File: src/rtl/irq_scheduler.sv
// rtl/irq_scheduler.sv - round-robin MSI request scheduler with post-interrupt holdoff
module irq_scheduler #(
  parameter int unsigned HOLDOFF = 250,
  parameter int unsigned NREQ    = 3
) (
  input  logic            trn_clk,
  input  logic            reset,
  input  logic [NREQ-1:0] irq_req,
  output logic [NREQ-1:0] irq_ack,
  output logic            cfg_interrupt_n,
  input  logic            cfg_interrupt_rdy_n,
  input  logic            cfg_interrupt_msienable,
  output logic [31:0]     irq_count
);

  localparam int unsigned IW = (NREQ > 1) ? $clog2(NREQ) : 1;

  typedef enum logic [1:0] {ST_IDLE, ST_ASSERT, ST_HOLD} state_t;

  state_t            state_q, state_d;
  logic [IW-1:0]     grant_q, grant_d;
  logic [IW-1:0]     last_grant_q, last_grant_d;
  logic [15:0]       holdoff_q, holdoff_d;
  logic [31:0]       irq_count_q, irq_count_d;
  logic              int_n_q, int_n_d;
  logic [NREQ-1:0]   ack_q, ack_d;

  // Lowest requester strictly above last; if none, lowest requester overall.
  function automatic logic [IW-1:0] rr_pick(input logic [NREQ-1:0] req,
                                            input logic [IW-1:0]   last);
    logic [IW-1:0] pick;
    logic          found;
    pick  = last;
    found = 1'b0;
    for (int i = 0; i < NREQ; i++) begin
      if (!found && req[i] && (IW'(i) > last)) begin
        pick  = IW'(i);
        found = 1'b1;
      end
    end
    for (int i = 0; i < NREQ; i++) begin
      if (!found && req[i]) begin
        pick  = IW'(i);
        found = 1'b1;
      end
    end
    return pick;
  endfunction

  always_comb begin
    state_d      = state_q;
    grant_d      = grant_q;
    last_grant_d = last_grant_q;
    holdoff_d    = holdoff_q;
    irq_count_d  = irq_count_q;
    int_n_d      = int_n_q;
    ack_d        = '0;
    case (state_q)
      ST_IDLE: begin
        if (cfg_interrupt_msienable && (|irq_req)) begin
          grant_d = rr_pick(irq_req, last_grant_q);
          int_n_d = 1'b0;
          state_d = ST_ASSERT;
        end
      end
      // Once asserted, the handshake completes regardless of req/msienable.
      ST_ASSERT: begin
        if (!cfg_interrupt_rdy_n) begin
          int_n_d         = 1'b1;
          ack_d[grant_q]  = 1'b1;
          last_grant_d    = grant_q;
          irq_count_d     = irq_count_q + 32'd1;
          holdoff_d       = 16'(HOLDOFF);
          state_d         = ST_HOLD;
        end
      end
      ST_HOLD: begin
        if (holdoff_q == 16'd0) begin
          state_d = ST_IDLE;
        end else begin
          holdoff_d = holdoff_q - 16'd1;
        end
      end
      default: state_d = ST_IDLE;
    endcase
  end

  always_ff @(posedge trn_clk) begin
    if (reset) begin
      state_q      <= ST_IDLE;
      grant_q      <= '0;
      last_grant_q <= IW'(NREQ - 1);
      holdoff_q    <= '0;
      irq_count_q  <= '0;
      int_n_q      <= 1'b1;
      ack_q        <= '0;
    end else begin
      state_q      <= state_d;
      grant_q      <= grant_d;
      last_grant_q <= last_grant_d;
      holdoff_q    <= holdoff_d;
      irq_count_q  <= irq_count_d;
      int_n_q      <= int_n_d;
      ack_q        <= ack_d;
    end
  end

  assign irq_ack         = ack_q;
  assign cfg_interrupt_n = int_n_q;
  assign irq_count       = irq_count_q;

endmodule
File: config.mk
export PLATFORM = sky130hd
export DESIGN_NAME = irq_scheduler
export DESIGN_NICKNAME = d
export VERILOG_FILES = /design/src/rtl/irq_scheduler.sv
export SDC_FILE = /design/constraint.sdc
export NUM_CORES = 1
export LEC_CHECK = 0
export BUFFER_PORTS_ARGS = -buffer_cell sky130_fd_sc_hd__buf_2
export CAP_MARGIN = 0
export CORE_MARGIN = 2
export CORE_UTILIZATION = 56
export CTS_BUF_LIST = sky130_fd_sc_hd__clkbuf_4 sky130_fd_sc_hd__clkbuf_8 sky130_fd_sc_hd__clkbuf_16
export DETAILED_ROUTE_END_ITERATION = 6
export PLACE_DENSITY = 0.79
export RECOVER_POWER = 50
export SETUP_SLACK_MARGIN = 0.4
export SLEW_MARGIN = 10
export SYNTH_ARGS = -nofsm -noshare
export SYNTH_HDL_FRONTEND = slang
export SYNTH_SLANG_ARGS = --single-unit
File: constraint.sdc
create_clock -name trn_clk -period 2.78 [get_ports trn_clk]
set_input_delay 0.139 -clock trn_clk [delete_from_list [all_inputs] [get_ports trn_clk]]
set_output_delay 0.139 -clock trn_clk [all_outputs]
set_load 0.01 [all_outputs]
==> results of run 1 <==
[critical path, delay by kind of cell, from the launching register on]
kind	cells	cell delay (ns)
flip-flops	1	0.39
AO/OA/AOI/OAI	1	0.17
AND/OR/NAND/NOR	3	1.61
[routing by layer]
layer | up-vias | global-route usage, %
met1 | 1238 | 30.98
met3 | 9 | 4.472
met5 | - | 0
met4 | 0 | 12.32
li1 | 1299 | -
met2 | 42 | 35.42
[where the power goes]
part           switching [mW]  internal, mW
clock network           0.300         0.337
registers              0.0192         0.850
logic                  0.0966        0.0557
[synth_stat cells, types with 3 or more instances]
library cell | instances | share of area [%]
a21oi_1 | 30 | 5.5
and4_1 | 5 | 1.6
clkbuf_1 | 13 | 1.8
dfxtp_1 | 58 | 42
inv_1 | 13 | 1.8
nand2_1 | 23 | 3.2
nand3_1 | 11 | 2.0
nand4_1 | 10 | 2.3
nor2_1 | 17 | 2.3
nor3_1 | 14 | 2.6
nor3b_1 | 5 | 1.4
nor4_1 | 7 | 1.6
o211ai_1 | 5 | 1.4
o21ai_0 | 15 | 2.7
o31ai_1 | 18 | 4.9
or2_2 | 3 | 0.69
or3_1 | 13 | 3.0
or4_1 | 20 | 5.5
xnor2_1 | 8 | 2.6
xor2_1 | 3 | 0.96
[final timing paths]
kind	from	to	slack, ns	cells after the start
worst min register to register	cfg_interrupt_n$_SDFFE_PP1P_	cfg_interrupt_n$_SDFFE_PP1P_	0.47	2
worst max-delay path	state_q[0]$_SDFFE_PP0P_	irq_count[27]$_SDFFE_PP0P_	0.54	4
worst max register to register	state_q[0]$_SDFFE_PP0P_	irq_count[27]$_SDFFE_PP0P_	0.54	4
worst min-delay path	irq_req[0]	grant_q[1]$_SDFFE_PP0P_	0.15	3
[timing repair]
item,CTS,global route
setup endpoints to repair,0,6
gates resized for setup,0,2
hold buffers,0,0
hold endpoints to repair,0,0
[stage by stage]
step	hold WS [ns]	area, um^2	utilization, %	instances
floorplan	0.3307	2740	-	322
global placement	0.4535	2985	63.21	418
detailed placement	0.4598	2985	63.21	418
CTS	0.1442	3137	66.41	431
global route	0.1680	3089	65.40	431
finish	0.1522	3089	65.40	431
[cell type report]
cell class | count | area, um^2
fillers | 443 | 1634
multi-input cells | 235 | 1460
flip-flops and latches | 58 | 1161
repair buffers | 45 | 183.9
clock buffers | 12 | 146.4
well taps | 67 | 83.83
inverters | 13 | 48.80
clock inverters | 1 | 5.005
[registers in the layout, indices dropped and copies added, names as in the netlist]
signal	count
cfg_interrupt_n	1
irq_ack	3
irq_count	32
state_q	2
grant_q	2
holdoff_q	16
last_grant_q	2
[cells by family (layout without fill, tap and decap cells)]
group	Yosys count	in the layout	synth area share, %
multiplexers	2	2	0.7762
XOR/XNOR	11	11	3.516
flip-flops	58	58	42.37
buffers and inverters	29	71	4.566
AO/OA/AOI/OAI	84	84	19.45
AND/OR/NAND/NOR	136	136	28.40
adder cells (fa/ha/maj)	2	2	0.9131
==> results_tabular.tex, run 1 <==
\begin{tabular}{lr}
\hline
Metric & Value \\
\hline
\multicolumn{2}{l}{\textbf{Run status}} \\
Run status & finished clean \\
\multicolumn{2}{l}{\textbf{Yosys}} \\
Total standard cell area after synthesis & roughly 2700 um\^{}2 \\
Async set-reset flop share out of synthesis & 0\% \\
Fraction of the yosys area taken by sequential cells & 42.37\% \\
Synth warnings & 0 \\
Mean instance size in the synthesized netlist & $\sim$8.5 um\^{}2 \\
Net Count, Synth & about 330 \\
Post-synthesis cell count & 322 \\
Main flop type after synthesis & dfxtp\_1 \\
Synth cell types & 43 \\
Number of enable-type register cells in the synthesized netlist & 0 \\
Flop and latch count out of synthesis & between 50 and 60 \\
\multicolumn{2}{l}{\textbf{Place}} \\
Minimum setup slack after placement & around 0.45 ns \\
Number of port buffers & between 40 and 50 \\
Sum of net half-perimeters after detailed placement & approximately 4.1 mm \\
Final weighted congestion in routability-driven placement & 0.8054 \\
\multicolumn{2}{l}{\textbf{Timing}} \\
Clock period minus final worst setup slack & about 2.2 ns \\
Final setup vio count & 0 \\
Setup repair after global routing missed its margin & false \\
Number of max-slew violations in the final report & 0 \\
Worst Slack Setup Final & $\sim$0.54 ns \\
Worst max-slew margin expressed relative to the limit & $\sim$46\% \\
Maximum frequency from static timing analysis & about 0.45 GHz \\
Least-Margin Pin Slew & about 0.81 ns \\
Number of hold-slack violations in the final timing report & 0 \\
Setup clock skew after layout & $\sim$0.0056 ns \\
Period utilization & 80.56\% \\
Total negative setup slack & 0 ns \\
\multicolumn{2}{l}{\textbf{Die}} \\
Core area & between 4000 and 5000 um\^{}2 \\
Floorplan die area & roughly 5500 um\^{}2 \\
Horizontal die dimension & approximately 74 um \\
Cell row count & 25 \\
Ports & 43 \\
Starting density of the core & 58.01\% \\
Die boundary height & between 70 and 80 um \\
\multicolumn{2}{l}{\textbf{Global routing}} \\
Pin count of the biggest net entering global routing & 25 \\
Initial antenna violation count & 0 \\
Total global routing track utilization & a little under a quarter \\
Via count of the first global-routing pass & approximately 2,200 \\
Wire length of the first global-routing pass & just under 10 mm \\
Congestion Overflow GR & 0 \\
\multicolumn{2}{l}{\textbf{Worst setup path}} \\
Largest fanout on the critical path & 14 \\
Arrival time of the worst setup path & 2.50 ns \\
Critical path class & reg2reg \\
Endpoint class of the critical path & flop \\
Critical path data required time & between 3 and 4 ns \\
Cells along the critical path & or3b\_4 -> or4\_4 -> or4\_1 -> a21oi\_1 \\
Slowest library cell on the worst path & or4\_4 \\
Largest stage delay, worst path & between 0.6 and 0.7 ns \\
Sort of element at the start of the critical path & flop \\
\multicolumn{2}{l}{\textbf{Detailed routing}} \\
Wirelength, routed & about 6.0 mm \\
Wire length per cell & 13.96 um \\
DRT iter0 DRCs & 144 \\
Number of nets still failing antenna checks after routing & 0 \\
Met3 routed wirelength & 237 um \\
Uppermost metal layer occupied by signal nets & met4 \\
Detailed-route vias per instance & roughly 6.0 \\
Met2 wirelength from detailed routing & between 2 and 3 mm \\
DR DRC count & 0 \\
Count of TritonRoute iterations in the first routing pass & 4 \\
Count of vias placed by the detailed router & around 2,600 \\
Routed metal-1 wirelength & 2.934 mm \\
\multicolumn{2}{l}{\textbf{Final layout}} \\
Ant diodes & 0 \\
Most common cell after layout, fill and taps aside & dfxtp\_1 \\
Share of post-route cells with drive strength above 1 & between 7 and 8\% \\
Total Nets Final & 371 \\
Top library cells by usage in the layout, fill and taps aside & dfxtp\_1 (58), clkbuf\_1 (37), a21oi\_1 (30), nand2\_1 (23), or4\_1 (19) \\
Area added between synthesis and finish & 12.74\% \\
\multicolumn{2}{l}{\textbf{Pwr}} \\
Power per cell area & around 540 nW/um\^{}2 \\
Worst voltage drop across the vdd grid & around 0.35 mV \\
Pleak & 0.9710 nW \\
Total power consumption of the routed design & about 1.7 mW \\
\multicolumn{2}{l}{\textbf{Clock tree}} \\
Sink Count & 58 \\
Post-CTS Repair Setup Buffers & 0 \\
CTS clock-pin slew for the worst setup and hold paths & approximately 0.060 ns \\
H-tree levels & 3 \\
Clock latency reported for the late side of the worst-skew pair & around 0.34 ns \\
Root Buffer & clkbuf\_8 \\
Deepest clock path buffer count & 2 \\
TritonCTS buffer count & 9 \\
Clock tree from TritonCTS & built \\
\multicolumn{2}{l}{\textbf{Worst hold path}} \\
Hold/Removal Path Class & in2reg \\
\multicolumn{2}{l}{\textbf{Flow run}} \\
Count of max-cap constraint violations & 0 \\
\hline
\end{tabular}
Power figures use the tool's default switching activity.
==> run 2: changes to the inputs <==
--- a/config.mk
+++ b/config.mk
@@ -8,10 +8,10 @@
 export BUFFER_PORTS_ARGS = -buffer_cell sky130_fd_sc_hd__buf_2
 export CAP_MARGIN = 0
 export CORE_MARGIN = 2
-export CORE_UTILIZATION = 56
+export CORE_UTILIZATION = 51
 export CTS_BUF_LIST = sky130_fd_sc_hd__clkbuf_4 sky130_fd_sc_hd__clkbuf_8 sky130_fd_sc_hd__clkbuf_16
 export DETAILED_ROUTE_END_ITERATION = 6
-export PLACE_DENSITY = 0.79
+export PLACE_DENSITY = 0.76
 export RECOVER_POWER = 50
 export SETUP_SLACK_MARGIN = 0.4
 export SLEW_MARGIN = 10
==> constraint.sdc (replaced) <==
create_clock -name trn_clk -period 1.9 [get_ports trn_clk]
set_input_delay 0.095 -clock trn_clk [delete_from_list [all_inputs] [get_ports trn_clk]]
set_output_delay 0.095 -clock trn_clk [all_outputs]
set_load 0.01 [all_outputs]
==> results_tabular.tex, run 2 (same netlist as run 1, synthesis figures left out) <==
\begin{tabular}{lr}
\hline
Metric & Value \\
\hline
\multicolumn{2}{l}{\textbf{Worst setup path}} \\
Endpoint class of the critical path & flop \\
Largest stage delay, worst path & 0.59 ns (-0.05 ns) \\
Cells along the critical path & or3b\_4 -> or4\_4 -> or4\_1 -> a21oi\_1 \\
Setup slack of the worst register-to-register path & -0.09 ns (-0.63 ns) \\
Sort of element at the start of the critical path & flop \\
Buffering stage count on the worst path with inverters included & 0 (unchanged) \\
Largest fanout on the critical path & 7 (-7) \\
Critical path data required time & 2.18 ns (-0.86 ns) \\
Gate family responsible for the most delay along the worst path & simple AND/OR/NAND/NOR gates \\
Critical path class & reg2reg \\
Startpoint of the lowest-slack register-to-register path & state\_q[0]\$\_SDFFE\_PP0P\_ \\
Terminus of the critical flop-to-flop path & irq\_count[25]\$\_SDFFE\_PP0P\_ \\
Arrival time of the worst setup path & 2.26 ns (-0.24 ns) \\
Worst R2R Path Depth & 4 (unchanged) \\
Slowest library cell on the worst path & or4\_4 \\
Critical path startpoint & state\_q[0]\$\_SDFFE\_PP0P\_ \\
\multicolumn{2}{l}{\textbf{Pwr}} \\
Power per cell area & 664.4 nW/um\^{}2 (+24\%) \\
Pleak & 1.634 nW (+68\%) \\
Worst voltage drop across the vdd grid & 0.5743 mV (+63\%) \\
\multicolumn{2}{l}{\textbf{Detailed routing}} \\
DR DRC count & 0 (unchanged) \\
DRT iter0 DRCs & 165 (+15\%) \\
Count of vias placed by the detailed router & 3,131 (+21\%) \\
Count of TritonRoute iterations in the first routing pass & 5 (+1) \\
Detailed-route vias per instance & 6.250 (+4.1\%) \\
Wire length per cell & 18.84 um (+35\%) \\
Number of nets still failing antenna checks after routing & 0 (unchanged) \\
Wirelength, routed & 9.441 mm (+57\%) \\
\multicolumn{2}{l}{\textbf{Clock tree}} \\
CTS clock-pin slew for the worst setup and hold paths & 0.07 ns (about the same) \\
Hold buffer count at CTS & 0 (unchanged) \\
Clock tree from TritonCTS & built \\
TritonCTS buffer count & 9 (unchanged) \\
Clock latency reported for the late side of the worst-skew pair & 0.35 ns (about the same) \\
Sink Count & 58 (unchanged) \\
Deepest clock path buffer count & 2 (unchanged) \\
Root Buffer & clkbuf\_8 \\
H-tree levels & 3 (unchanged) \\
\multicolumn{2}{l}{\textbf{Timing}} \\
Least-Margin Pin Slew & 0.5428 ns (-0.2624 ns) \\
Final setup vio count & 14 (+14) \\
Number of max-slew violations in the final report & 0 (unchanged) \\
Number of hold-slack violations in the final timing report & 0 (unchanged) \\
Clock period minus final worst setup slack & 1.987 ns (-0.2528 ns) \\
Setup clock skew after layout & 0.01483 ns (+0.009191 ns) \\
Maximum frequency from static timing analysis & 0.5033 GHz (+13\%) \\
Setup repair after global routing missed its margin & true \\
Period utilization & 104.6\% (+24 points) \\
Worst max-slew margin expressed relative to the limit & 63.48\% (+18 points) \\
Final-layout worst hold slack & 0.08001 ns (-0.07216 ns) \\
Worst Slack Setup Final & -0.08673 ns (-0.6272 ns) \\
Total negative setup slack & -0.6371 ns (-0.6371 ns) \\
\multicolumn{2}{l}{\textbf{Final layout}} \\
Post-route cell area & 4224 um\^{}2 (+37\%) \\
Most common cell after layout, fill and taps aside & buf\_4 \\
Area added between synthesis and finish & 54.16\% \\
Ant diodes & 0 (unchanged) \\
Total Nets Final & 435 (+17\%) \\
Top library cells by usage in the layout, fill and taps aside & buf\_4 (49), dfxtp\_1 (40), buf\_2 (38), nand2\_1 (19) \\
Share of post-route cells with drive strength above 1 & 50.58\% (+43 points) \\
Flip-flop count of the largest register after layout & 32 (unchanged) \\
Filler Cell Count & 329 (-26\%) \\
\multicolumn{2}{l}{\textbf{Worst hold path}} \\
End point of the worst hold path & irq\_count[26]\$\_SDFFE\_PP0P\_ \\
Hold/Removal Path Class & in2reg \\
Min-delay src & reset \\
Cell depth of the worst hold path & 2 (-1) \\
\multicolumn{2}{l}{\textbf{Place}} \\
Area of placed instances & 3348 um\^{}2 (+12\%) \\
Number of port buffers & 42 (unchanged) \\
Sum of net half-perimeters after detailed placement & 4.646 mm (+14\%) \\
Final weighted congestion in routability-driven placement & 0.8246 (+2.4\%) \\
\multicolumn{2}{l}{\textbf{Run status}} \\
Violations in the final reports & negative setup slack \\
Run status & finished, violations left \\
\multicolumn{2}{l}{\textbf{Die}} \\
Ports & 43 (unchanged) \\
Cell row count & 26 (+4.0\%) \\
Horizontal die dimension & 77.30 um (+4.5\%) \\
Starting density of the core & 53.31\% (-4.7 points) \\
Die boundary height & 77.30 um (+4.5\%) \\
Floorplan die area & 5975 um\^{}2 (+9.3\%) \\
Core area & 5140 um\^{}2 (+8.8\%) \\
\multicolumn{2}{l}{\textbf{Flow run}} \\
Count of max-cap constraint violations & 0 (unchanged) \\
\multicolumn{2}{l}{\textbf{Global routing}} \\
Wire length of the first global-routing pass & 12.70 mm (+29\%) \\
Initial antenna violation count & 0 (unchanged) \\
Via count of the first global-routing pass & 2,732 (+25\%) \\
Total global routing track utilization & 26.40\% (+3.3 points) \\
Congestion Overflow GR & 0 (unchanged) \\
Pin count of the biggest net entering global routing & 23 (-8.0\%) \\
\hline
\end{tabular}
[run 2: worst reg2reg max path, cell delays in order, from the launching register on]
cell     delay [ns]
dfxtp_2        0.34
or3b_4         0.43
or4_4          0.59
or4_1          0.42
a21oi_1        0.13
[run 2: stage by stage]
stage               util (%)  setup WS [ns]  power (mW)  cells
global route           82.18        -0.1143       2.889    501
global placement       65.14       -0.06648       1.564    454
floorplan                  -        -0.1209       1.501    322
detailed placement     65.14        -0.1102       1.570    454
CTS                    73.47       -0.03911       2.667    485
finish                 82.18       -0.08673       2.806    501
[run 2: power breakdown]
part	switching, mW	internal, mW	leakage [nW]
combinational	0.258	0.223	1.06
sequential	0.0367	1.24	0.478
clock	0.502	0.546	0.0974
total	0.796	2.01	1.63
[run 2: layout make-up]
cell class              instances  area (um^2)  share of cell area [%]
multi-input cells             237         1957                   46.33
clock buffers                  13        160.2                   3.791
clock inverters                 3        15.01                  0.3555
well taps                      70        87.58                   2.073
repair buffers                107        762.0                   18.04
inverters                      13        51.30                   1.214
flip-flops and latches         58         1191                   28.20
[run 2: worst max path at each step]
| stage | to | slack [ns] | cells after the start |
|---|---|---|---|
| floorplan | irq_count[30]$_SDFFE_PP0P_ | -0.12 | 6 |
| global placement | irq_count[19]$_SDFFE_PP0P_ | -0.07 | 4 |
| detailed placement | irq_count[19]$_SDFFE_PP0P_ | -0.11 | 4 |
| CTS | irq_count[27]$_SDFFE_PP0P_ | -0.04 | 4 |
| global route | irq_count[21]$_SDFFE_PP0P_ | -0.11 | 4 |
| finish | irq_count[25]$_SDFFE_PP0P_ | -0.09 | 4 |
[run 2: per-layer routing]
layer	routed length (um)	track usage (%)	vias to the layer above
met2	4851	44.09	133
met3	513	6.941	42
met4	401	10.89	0
met1	3675	32.17	1505
li1	-	-	1451
met5	0	0	-
[run 2: timing repair]
action,4_1_cts,5_1_grt
gates cloned,1,1
resized for setup,39,77
pin swaps,25,35
setup endpoints to repair,40,46
buffers inserted,14,15
